==> config.mk <==
export PLATFORM = sky130hd
export DESIGN_NAME = golden_nonce_reporter_flat
export DESIGN_NICKNAME = d
export VERILOG_FILES = /design/src/rtl/golden_nonce_reporter_if.sv /design/src/rtl/golden_nonce_reporter.sv /design/src/flat_wrapper.sv
export SDC_FILE = /design/constraint.sdc
export NUM_CORES = 1
export LEC_CHECK = 0
export BUFFER_PORTS_ARGS = -buffer_cell sky130_fd_sc_hd__clkbuf_2
export CAP_MARGIN = 0
export CELL_PAD_IN_SITES_DETAIL_PLACEMENT = 1
export CELL_PAD_IN_SITES_GLOBAL_PLACEMENT = 2
export CORE_MARGIN = 5
export CORE_UTILIZATION = 48
export DETAILED_ROUTE_END_ITERATION = 12
export PLACE_DENSITY_LB_ADDON = 0.3
export SYNTH_ARGS = -nofsm -noshare
export SYNTH_HDL_FRONTEND = slang
export SYNTH_SLANG_ARGS = --single-unit
==> constraint.sdc <==
create_clock -name clk -period 5.1 [get_ports clk]
set_input_delay 0.255 -clock clk [delete_from_list [all_inputs] [get_ports clk]]
set_output_delay 0.255 -clock clk [all_outputs]
set_load 0.05 [all_outputs]
==> src/rtl/golden_nonce_reporter_if.sv <==
// Byte-stream link from the golden nonce reporter to the host-link UART TX.
//   tx_data  : current frame byte (reporter -> UART)
//   tx_valid : tx_data valid, held until accepted (reporter -> UART)
//   tx_ready : UART can take a byte this cycle (UART -> reporter)
interface golden_nonce_reporter_if;
    logic [7:0] tx_data;
    logic       tx_valid;
    logic       tx_ready;

    modport master (output tx_data, output tx_valid, input  tx_ready);
    modport slave  (input  tx_data, input  tx_valid, output tx_ready);
endinterface

==> src/rtl/golden_nonce_reporter.sv <==
// Golden nonce reporter: captures winning {flag, nonce} results from the hash
// checker into a small FIFO and sends each as a 5-byte frame
// (SYNC_BYTE, nonce[31:24], [23:16], [15:8], [7:0]) over a valid/ready link.
// Ports:
//   clk, n_rst        : clock, asynchronous active-low reset
//   hash_done         : one-cycle strobe, flag_plus_nonce valid this cycle
//   flag_plus_nonce   : bit 32 = target met, bits 31:0 = nonce
//   clear_overflow    : synchronous clear of the overflow sticky bit
//   tx                : byte-stream master (tx_data / tx_valid / tx_ready)
//   fifo_empty/full   : FIFO occupancy status
//   overflow          : sticky, a winning nonce was dropped
//   found_count       : saturating count of winning nonces seen
//
// state | meaning
// IDLE  | no byte offered; pops the FIFO head into the frame register
// HDR   | offering SYNC_BYTE
// B3    | offering frame[31:24]
// B2    | offering frame[23:16]
// B1    | offering frame[15:8]
// B0    | offering frame[7:0]; acceptance returns to IDLE
module golden_nonce_reporter #(
    parameter int unsigned DEPTH     = 4,
    parameter logic [7:0]  SYNC_BYTE = 8'hA5,
    parameter int unsigned CNT_W     = 16
) (
    input  logic                 clk,
    input  logic                 n_rst,
    input  logic                 hash_done,
    input  logic [32:0]          flag_plus_nonce,
    input  logic                 clear_overflow,
    golden_nonce_reporter_if.master tx,
    output logic                 fifo_empty,
    output logic                 fifo_full,
    output logic                 overflow,
    output logic [CNT_W-1:0]     found_count
);
    localparam int unsigned AW = (DEPTH > 1) ? $clog2(DEPTH) : 1;
    localparam int unsigned CW = $clog2(DEPTH) + 1;
    localparam logic [CW-1:0] FULL_CNT = CW'(DEPTH);

    typedef enum logic [2:0] {IDLE, HDR, B3, B2, B1, B0} state_t;

    state_t        state, next_state;
    logic [31:0]   mem [DEPTH];
    logic [AW-1:0] wr_ptr, rd_ptr;
    logic [CW-1:0] count;
    logic [31:0]   frame;
    logic          pop, push_req, push_ok, drop;
    logic          tx_valid_c;
    logic [7:0]    tx_data_c;

    assign push_req   = hash_done & flag_plus_nonce[32];
    // A pop on the same edge frees the slot being written, so a full FIFO
    // still accepts the push.
    assign push_ok    = push_req & (~fifo_full | pop);
    assign drop       = push_req & fifo_full & ~pop;
    assign fifo_empty = (count == '0);
    assign fifo_full  = (count == FULL_CNT);

    assign tx.tx_valid = tx_valid_c;
    assign tx.tx_data  = tx_data_c;

    always_ff @(posedge clk or negedge n_rst) begin
        if (!n_rst) begin
            wr_ptr <= '0;
            rd_ptr <= '0;
            count  <= '0;
        end else begin
            if (push_ok) wr_ptr <= wr_ptr + AW'(1);
            if (pop)     rd_ptr <= rd_ptr + AW'(1);
            case ({push_ok, pop})
                2'b10:   count <= count + CW'(1);
                2'b01:   count <= count - CW'(1);
                default: count <= count;
            endcase
        end
    end

    // Storage needs no reset; only entries covered by count are ever read.
    always_ff @(posedge clk) begin
        if (push_ok) mem[wr_ptr] <= flag_plus_nonce[31:0];
    end

    always_ff @(posedge clk or negedge n_rst) begin
        if (!n_rst) begin
            found_count <= '0;
            overflow    <= 1'b0;
            frame       <= '0;
            state       <= IDLE;
        end else begin
            if (push_req && (found_count != '1))
                found_count <= found_count + CNT_W'(1);
            if (drop)
                overflow <= 1'b1;
            else if (clear_overflow)
                overflow <= 1'b0;
            if (pop)
                frame <= mem[rd_ptr];
            state <= next_state;
        end
    end

    always_comb begin
        next_state = state;
        pop        = 1'b0;
        tx_valid_c = 1'b0;
        tx_data_c  = 8'h00;
        unique case (state)
            IDLE: begin
                if (!fifo_empty) begin
                    pop        = 1'b1;
                    next_state = HDR;
                end
            end
            HDR: begin
                tx_valid_c = 1'b1;
                tx_data_c  = SYNC_BYTE;
                if (tx.tx_ready) next_state = B3;
            end
            B3: begin
                tx_valid_c = 1'b1;
                tx_data_c  = frame[31:24];
                if (tx.tx_ready) next_state = B2;
            end
            B2: begin
                tx_valid_c = 1'b1;
                tx_data_c  = frame[23:16];
                if (tx.tx_ready) next_state = B1;
            end
            B1: begin
                tx_valid_c = 1'b1;
                tx_data_c  = frame[15:8];
                if (tx.tx_ready) next_state = B0;
            end
            B0: begin
                tx_valid_c = 1'b1;
                tx_data_c  = frame[7:0];
                if (tx.tx_ready) next_state = IDLE;
            end
            default: next_state = IDLE;
        endcase
    end
endmodule

==> src/flat_wrapper.sv <==
// flat-port wrapper written by rule: the top's interface ports become plain ports
module golden_nonce_reporter_flat 
#(
    parameter int unsigned DEPTH     = 4,
    parameter logic [7:0]  SYNC_BYTE = 8'hA5,
    parameter int unsigned CNT_W     = 16
)
  (clk, n_rst, hash_done, flag_plus_nonce, clear_overflow, fifo_empty, fifo_full, overflow, found_count, tx_tx_data, tx_tx_valid, tx_tx_ready);
  golden_nonce_reporter_if tx_i ();
  input  logic clk;
  input  logic n_rst;
  input  logic hash_done;
  input  logic [32:0] flag_plus_nonce;
  input  logic clear_overflow;
  output logic fifo_empty;
  output logic fifo_full;
  output logic overflow;
  output logic [CNT_W-1:0] found_count;
  output wire logic [$bits(tx_i.tx_data)-1:0] tx_tx_data;
  output wire logic [$bits(tx_i.tx_valid)-1:0] tx_tx_valid;
  input wire logic [$bits(tx_i.tx_ready)-1:0] tx_tx_ready;
  assign tx_tx_data = tx_i.tx_data;
  assign tx_tx_valid = tx_i.tx_valid;
  assign tx_i.tx_ready = tx_tx_ready;
  golden_nonce_reporter #(.DEPTH(DEPTH), .SYNC_BYTE(SYNC_BYTE), .CNT_W(CNT_W)) u_core (.clk(clk), .n_rst(n_rst), .hash_done(hash_done), .flag_plus_nonce(flag_plus_nonce), .clear_overflow(clear_overflow), .tx(tx_i), .fifo_empty(fifo_empty), .fifo_full(fifo_full), .overflow(overflow), .found_count(found_count));
endmodule
==> results.md <==
- Clock Root Buffer: sky130_fd_sc_hd__clkbuf_16
- Number of levels in the clock H-tree: 4
- Primary flip-flop cell chosen by synthesis mapping: sky130_fd_sc_hd__edfxtp_1
- Clock period minus worst slack: 3.26 ns
- Post-cts repair resize count: 0
- Post-Syn Area: about 0.0076 mm2
- Maximum number of buffers from clock root to sink: 2
- Number of DRC markers after the initial detailed-route iteration: between 150 and 200
- Number of nets in the synthesized netlist: between 400 and 500
- Outcome: completed
- Top cell types by occurrence after synthesis: sky130_fd_sc_hd__edfxtp_1 (128), sky130_fd_sc_hd__dfrtp_1 (59), sky130_fd_sc_hd__mux4_2 (32), sky130_fd_sc_hd__mux2_1 (17), sky130_fd_sc_hd__xor2_1 (17)
- Count of different cell masters after synthesis: 47
- Number of pins exceeding their max-slew limit in the final report: 0
- Critical Path AT: ~3.6 ns
- Vertical die dimension: roughly 140 um
- Number of flops mapped to enable cells by yosys: ~130
- Hold Crit Class: input pin to flop
- Std-Cell Rows: 46
- Clock insertion delay at the later pin of the skew report: approximately 0.44 ns
- Most frequent cell after synthesis: sky130_fd_sc_hd__edfxtp_1
- Layout overhead on the synthesized area: 14.8%
- Highest net fanout along the worst path: 35
- Proportion of synthesized flip-flops having asynchronous set or reset: a little under a third
- Largest cells by area after synthesis: sky130_fd_sc_hd__edfxtp_1 (51%), sky130_fd_sc_hd__dfrtp_1 (19%), sky130_fd_sc_hd__mux4_2 (9.5%), sky130_fd_sc_hd__mux2_1 (2.5%), sky130_fd_sc_hd__xor2_1 (2.0%)
- I/O pins: 66
- Die boundary width: between 100 and 150 um
- Vias after detailed routing: around 3,900
- Grt met2 use: 28.1%
- Final-stage net count: around 530
- Instance count of the mapped netlist: between 400 and 500
- Number of buffers inserted during clock tree synthesis: 17
- Total negative setup slack: 0 ns
- Power per standard cell area: 609 mW/mm2
- Required arrival time at the worst endpoint: 5.45 ns
- Remaining global-route overflow: 0
- Peak-usage layer in the global routing report: met2
- Routed via count divided by cell count: 5.48
- Actual slew at the worst max-slew pin: between 0.9 and 1 ns
- Count of antenna diodes in the layout: 0
- Proportion of synthesized chip area in sequential cells: a little over two thirds
- Post-layout utilization of the core: 55.5%
- Top-area cell type share of the netlist area: between 50% and 60%
- Pin count of the biggest net entering global routing: 60
- Initial antenna violation count: 0
- Clock tree from TritonCTS: built
- Gpl congestion: ~0.77
- Final setup violating endpoints: 0
- Max-Slew Margin vs Limit: about a third
- Crit Path Category: flop to flop
- Final HPWL DP: 9940 um
- Number of input and output port buffers inserted: 65
- Global-route met1 utilization: between 20% and 30%
- Global routing usage on met3: 4.15%
- Count of antenna-violating nets left after detailed routing: 0
- Wire length of the first global-routing pass: 24,300 um
- GRT Total Usage: 17.7%
- Total detailed-routing wirelength: roughly 15,000 um
- Vias in the first global route: roughly 4,300
- Max-cap check violation count: 0
- Worst clock skew on the final layout: 0.00800 ns
- Peak ir drop on the vdd network: 0.353 mV
- Mean routed wirelength per cell: around 21 um
- Critical path capture point type: flop
- Average instance area after synthesis: ~18 um2
- Core footprint: roughly 0.016 mm2
- Post-route clock period utilization: 64.0%
- Share of final-layout standard cells stronger than drive strength 1: 32.1%
- Startpoint type of the worst setup path: flop
- Clock-pin slew reported for the worst setup and hold paths after clock tree synthesis: roughly 0.070 ns
- Setup repair after global routing missed its margin: false
- Final count of hold timing violations: 0
- Initial core utilization: around half
- Clock sink count: about 190
- Leakage power: 3.28 nW
- Synth Register Bits: between 150 and 200
- Count of yosys warnings during synthesis: 0
- Total Die Area: around 0.018 mm2
- Peak Freq: just over 0.3 GHz
- Area leader, netlist: sky130_fd_sc_hd__edfxtp_1
- Detailed-router iteration count before antenna repair: 4
- # DRC: 0
==> routing by layer <==
layer / up-vias / part of all wire [%]
met5: - / 0
met4: 0 / 1.4
met3: 15 / 4.2
met2: 83 / 49
met1: 2049 / 45
li1: 1786 / -
==> power breakdown <==
group | switching [W] | internal [W] | total [W]
clock | 0.000581 | 0.000733 | 0.00131
sequential | 0.000321 | 0.00195 | 0.00227
combinational | 0.000996 | 0.000732 | 0.00173
total | 0.00190 | 0.00342 | 0.00531
==> sequential cells by signal (all words and copies together) (netlist names) <==
signal	cells
u_core.rd_ptr	2
u_core.frame	32
u_core.overflow	1
u_core.wr_ptr	2
u_core.state	3
u_core.found_count	16
u_core.count	3
u_core.mem	128
==> kinds of logic (layout without fill, tap and decap cells) <==
| group | Yosys count | count (layout) | share of synthesized area, % |
|---|---|---|---|
| AO/OA/AOI/OAI | 34 | 34 | 3.00 |
| XOR/XNOR | 21 | 21 | 2.42 |
| AND/OR/NAND/NOR | 71 | 71 | 5.57 |
| multiplexers | 74 | 74 | 16.1 |
| adder cells (fa/ha/maj) | 6 | 6 | 1.09 |
| buffers and inverters | 26 | 109 | 1.81 |
| flip-flops | 187 | 187 | 70.0 |
==> area by class of cell <==
type / count / area (um2)
Tap cell: 216 / 270
Clock inverter: 15 / 166
Fill cell: 1430 / 6990
Multi-Input combinational cell: 206 / 2140
Sequential cell: 187 / 5320
Timing Repair Buffer: 72 / 380
Clock buffer: 17 / 425
Inverter: 5 / 18.8
==> through the flow <==
stage	instances	setup slack, ns	hold slack, ns	area [um2]	total power (W)
2_1_floorplan	419	2.61	-0.0406	7600	0.00360
3_3_place_gp	685	1.91	0.454	8120	0.00400
3_5_place_dp	685	1.84	0.464	8120	0.00406
4_1_cts	718	1.83	0.0113	8720	0.00540
5_1_grt	718	1.66	0.0162	8720	0.00560
6_report	718	1.84	0.0339	8720	0.00531
==> cells in the final DEF (no fill, tap or decap), types with 6 or more instances in the layout <==
master	instances
sky130_fd_sc_hd__mux2_1	17
sky130_fd_sc_hd__o22ai_1	6
sky130_fd_sc_hd__nor3_1	6
sky130_fd_sc_hd__a22oi_1	7
sky130_fd_sc_hd__nor2_1	7
sky130_fd_sc_hd__mux2_2	12
sky130_fd_sc_hd__and2_1	6
sky130_fd_sc_hd__nand2_1	16
sky130_fd_sc_hd__dfrtp_1	57
sky130_fd_sc_hd__a21oi_1	9
sky130_fd_sc_hd__mux2_4	9
sky130_fd_sc_hd__buf_4	6
sky130_fd_sc_hd__nand4_1	7
sky130_fd_sc_hd__edfxtp_1	128
sky130_fd_sc_hd__clkbuf_2	65
sky130_fd_sc_hd__clkbuf_16	17
sky130_fd_sc_hd__mux4_2	32
sky130_fd_sc_hd__xor2_1	17
==> timing repair <==
item                                    in CTS  in global routing
endpoints found under the setup margin       0                  0
hold buffers                                 1                  0
endpoints found under the hold margin       26                  0
setup buffers                                0                  0
==> path summary, 6_finish.rpt <==
| check | start | endpoint | slack, ns | depth (start not counted) |
|---|---|---|---|---|
| max | u_core.state[0] | u_core.count[2] | 1.84 | 7 |
| min | flag_plus_nonce[17] | u_core.mem[3][17] | 0.03 | 1 |
| max reg2reg | u_core.state[0] | u_core.count[2] | 1.84 | 7 |
| min reg2reg | u_core.found_count[15] | u_core.found_count[15] | 0.49 | 1 |
| max in group asynchronous | n_rst | u_core.rd_ptr[1] | 4.03 | 3 |
| min in group asynchronous | n_rst | u_core.found_count[5] | 0.52 | 3 |
==> critical path, cell delays in order (launching register included) <==
cell and delay, ns:
sky130_fd_sc_hd__dfrtp_1 0.67, sky130_fd_sc_hd__or3_1 0.63, sky130_fd_sc_hd__nor2_8 0.61, sky130_fd_sc_hd__nand2_1 0.15, sky130_fd_sc_hd__fa_1 0.46, sky130_fd_sc_hd__or3_1 0.41
sky130_fd_sc_hd__a21o_1 0.17, sky130_fd_sc_hd__o211ai_1 0.08
Power figures use the tool's default switching activity.
